### src/rtl/interrupt_register.sv
// interrupt_register
//
// Four-bit interrupt/status register. Each of the four asynchronous switch
// inputs passes through its own SYNC_STAGES-deep synchronizer chain. While
// Write is high, the synchronized levels are loaded into a four-bit state
// register, and that register drives the outputs directly. While Write is low,
// the state register holds its value and the synchronizers keep sampling.
// Each bit is independent: a bit that was set is cleared again by a write of 0.
//
// Ports:
//   CLK        in   system clock; all state changes on its rising edge
//   CLR        in   synchronous active-low reset; clears synchronizers and state
//   Sw0..Sw3   in   switch levels, asynchronous to CLK
//   Write      in   capture enable, synchronous to CLK, active-high
//   Sw0_State..Sw3_State  out  registered switch state bits
//
// Parameter:
//   SYNC_STAGES  flip-flop stages per synchronizer; must be 2 or more (default 2)

module interrupt_register #(
    parameter int SYNC_STAGES = 2
) (
    input  logic CLK,
    input  logic CLR,
    input  logic Sw0,
    input  logic Sw1,
    input  logic Sw2,
    input  logic Sw3,
    input  logic Write,
    output logic Sw0_State,
    output logic Sw1_State,
    output logic Sw2_State,
    output logic Sw3_State
);

    // One synchronizer chain per switch. Bit 0 is the first stage.
    logic [SYNC_STAGES-1:0] chain_r [4];
    logic [3:0]             pins_s;
    logic [3:0]             sync_s;
    logic [3:0]             state_r;

    assign pins_s = {Sw3, Sw2, Sw1, Sw0};

    // Select the last stage of each chain as that switch's synchronized level.
    always_comb begin
        sync_s = 4'b0000;
        for (int i = 0; i < 4; i++) begin
            sync_s[i] = chain_r[i][SYNC_STAGES-1];
        end
    end

    // Synchronizer shift chains and state register. Reset takes priority over Write.
    always_ff @(posedge CLK) begin
        if (!CLR) begin
            for (int i = 0; i < 4; i++) begin
                chain_r[i] <= {SYNC_STAGES{1'b0}};
            end
            state_r <= 4'b0000;
        end else begin
            for (int i = 0; i < 4; i++) begin
                chain_r[i] <= {chain_r[i][SYNC_STAGES-2:0], pins_s[i]};
            end
            if (Write) begin
                // All four bits load together. There is no masking and no sticky OR.
                state_r <= sync_s;
            end else begin
                state_r <= state_r;
            end
        end
    end

    assign Sw0_State = state_r[0];
    assign Sw1_State = state_r[1];
    assign Sw2_State = state_r[2];
    assign Sw3_State = state_r[3];

endmodule

### config.mk
export PLATFORM = sky130hd
export DESIGN_NAME = interrupt_register
export DESIGN_NICKNAME = d
export VERILOG_FILES = /design/src/rtl/interrupt_register.sv
export SDC_FILE = /design/constraint.sdc
export NUM_CORES = 1
export LEC_CHECK = 0
export ABC_AREA = 1
export CORE_AREA = 2 2 39 41
export DETAILED_ROUTE_END_ITERATION = 8
export DIE_AREA = 0 0 41 43
export GPL_TIMING_DRIVEN = 0
export PLACE_DENSITY = 0.66
export REMOVE_ABC_BUFFERS = 1
export SYNTH_ARGS = -nofsm -noshare
export SYNTH_HDL_FRONTEND = slang
export SYNTH_SLANG_ARGS = --single-unit
export TNS_END_PERCENT = 20
### constraint.sdc
create_clock -name CLK -period 0.8 [get_ports CLK]
set_input_delay 0.24 -clock CLK [delete_from_list [all_inputs] [get_ports CLK]]
set_output_delay 0.24 -clock CLK [all_outputs]
set_load 0.02 [all_outputs]
==> run metrics, run 1 <==
crit path max-delay cell type=dfxtp_2; post-synthesis xor/xnor area fraction=0; largest family of logic cells by synthesized area=simple AND/OR/NAND/NOR gates; vias in the first global route=between 200 and 250; Slew Limit Headroom=0.740; YS warnings=0; Pre-antenna DRT Iters=4; post-synthesis sequential area ratio=0.604; Area contributors post-synth=dfxtp_1 (60%), nand2_1 (15%), inv_1 (11%); Mapped Cells=50; post-layout util=0.380; RSZ-0062 raised after global routing=yes; Yosys top cell area share=0.604; crit-path cells=buf_6; CTS max path bufs=2; CP Class=reg2out; max incr delay on CP=340 ps; Startpoint Class=flip-flop; Synth Register Bits=12; Initial Utilization=0.288; gr ovfl total=0; first-pass GRT wire length=841 µm; DR vias=291; CTS Root Cell=clkbuf_4; HPWL Detailed=366 µm; post-synthesis compound-gate area fraction=0; IO Count=11; adder and majority gate portion of the synthesized area=0; core box area=0.00138 mm²; Final Hold Fails=0; initial antenna violation count=0; Yosys cell types=5; syn_area_per_cell=7.96 µm²; vias per inst=3.78; CP top delay family=flip-flops; clock slew at reported path FFs=70 ps; design area=between 500 and 600 µm²; Tcrit/Tclk final=1.18; EDFF count, synth=0; total clock sinks=12; ys flop type=dfxtp_1; initial DRC count=4; final setup fails=4; Sum Neg Setup Slack=-579 ps; Worst Hold Class=reg2reg; layout cell share with drive strength beyond 1=0.180; Skew-Pair Late Insertion Delay=260 ps; Post-Place Cell Area=495 µm²; Die X=41 µm; highest clock rate=approximately 1.1 GHz; Synth async-reset ratio=0; Worst Slack Setup Final=-147 ps; post-layout min period=947 ps; Post-layout nets=70; required time of the critical path=between 500 and 600 ps; Post-DRT Antenna Nets=0; WP buf/inv=1; CTS Buf Count=3; H-Tree Level Count=1; count leader, synth=nand2_1; diode count=0; status=complete, but fails checks; Post-CTS Setup Inserts=0; violated checks=setup timing; Data arrival, critical path=710 ps; Port-buffer cells=10; most instantiated cells after synthesis=nand2_1 (16), dfxtp_1 (12), inv_1 (12); mux contribution to synthesized area=0; DRC Markers=0; Final Max Slew Viols=0; Die H=43 µm; IR Drop Worst-Case VDD=753 µV; area delta synth->final=32.1%; fraction of the mapped netlist area in simple logic gates=0.226; Wirelength per Cell=6.49 µm; mapped cell area=398 µm²; Synth area leader=dfxtp_1; Worst-Margin Slew=slightly below 400 ps; Setup crit end kind=output port; pwr dens=2090 mW/mm²; DIE AREA=0.00176 mm²; largest net degree at the start of global routing=13; total track usage=0.0787; Placement Rows=14; Static Leakage=0.293 nW; Routability Congestion=0.597; CP Max Fanout=2; skew final=2.67 ps; CTS tree=yes; WL final=500 µm; maxcap violations=0
[where the power goes]
| part | switching [mW] | total, mW | internal [mW] |
|---|---|---|---|
| registers | 0.0117 | 0.642 | 0.630 |
| clock network | 0.168 | 0.341 | 0.173 |
| logic | 0.0533 | 0.113 | 0.0597 |
| total | 0.233 | 1.10 | 0.863 |
[through the flow]
| step | setup WS, ps | cells | power, mW | hold slack [ps] |
|---|---|---|---|---|
| after floorplan | 149 | 48 | 0.699 | 333 |
| after global placement | -390 | 74 | 0.763 | 392 |
| after detailed placement | -436 | 74 | 0.767 | 400 |
| after CTS | -167 | 77 | 1.12 | 415 |
| after global routing | -181 | 77 | 1.17 | 435 |
| final | -147 | 77 | 1.10 | 413 |
[what timing repair did]
item                                    in CTS  in global routing
cloned                                       0                  0
endpoints found under the setup margin      16                  4
gates resized for setup                     30                  0
pin swaps                                    0                  0
hold buffers                                 0                  0
[flip-flops by register name, indices dropped and copies added (netlist names)]
signal	flops
chain_r	8
state_r	4
[cell usage in the layout, fill, tap and decap left out]
| cell type | synthesis | final |
|---|---|---|
| buf_6 | 2 | 4 |
| nor2_1 | 8 | 8 |
| dfxtp_2 | 0 | 4 |
| clkbuf_4 | 0 | 3 |
| dlygate4sd2_1 | 0 | 2 |
| dfxtp_1 | 12 | 8 |
| inv_1 | 12 | 12 |
| clkdlybuf4s50_1 | 0 | 4 |
| nand2_1 | 16 | 16 |
[cell type report]
type	count	area (µm²)
tap	16	20.0
inverter	12	45.0
timing repair buffer	10	103
fill	150	858
clock buffer	3	22.5
sequential	12	245
multi-input combinational	24	90.1
[per-layer routing]
layer	vias to the layer above	GRT usage	wire length [µm]
li1	161	-	-
met1	121	0.0850	226
met2	9	0.0969	233
met3	0	0.0471	40
met4	0	0.0800	0
met5	-	0	0
[logic make-up (layout without fill, tap and decap cells)]
group	after synthesis	count (layout)
simple gates	24	24
buf+inv	14	25
flops	12	12
[path summary, 6_finish.rpt]
check	startpoint	end	slack (ps)	cells past startpoint
setup reg to reg	chain_r[0][3]	state_r[1]	210	4
hold / removal	chain_r[0][6]	chain_r[0][7]	410	2
setup / recovery	state_r[2]	Sw2_State	-150	1
hold reg to reg	chain_r[0][6]	chain_r[0][7]	410	2
Note: power is estimated with default switching activity, not from simulation.
==> run 2: changes to the inputs <==
ABC_CLOCK_PERIOD_IN_PS = 800   (was unset)
==> results of run 2 <==
Final layout, timing and power as in run 1 (identical DEF).
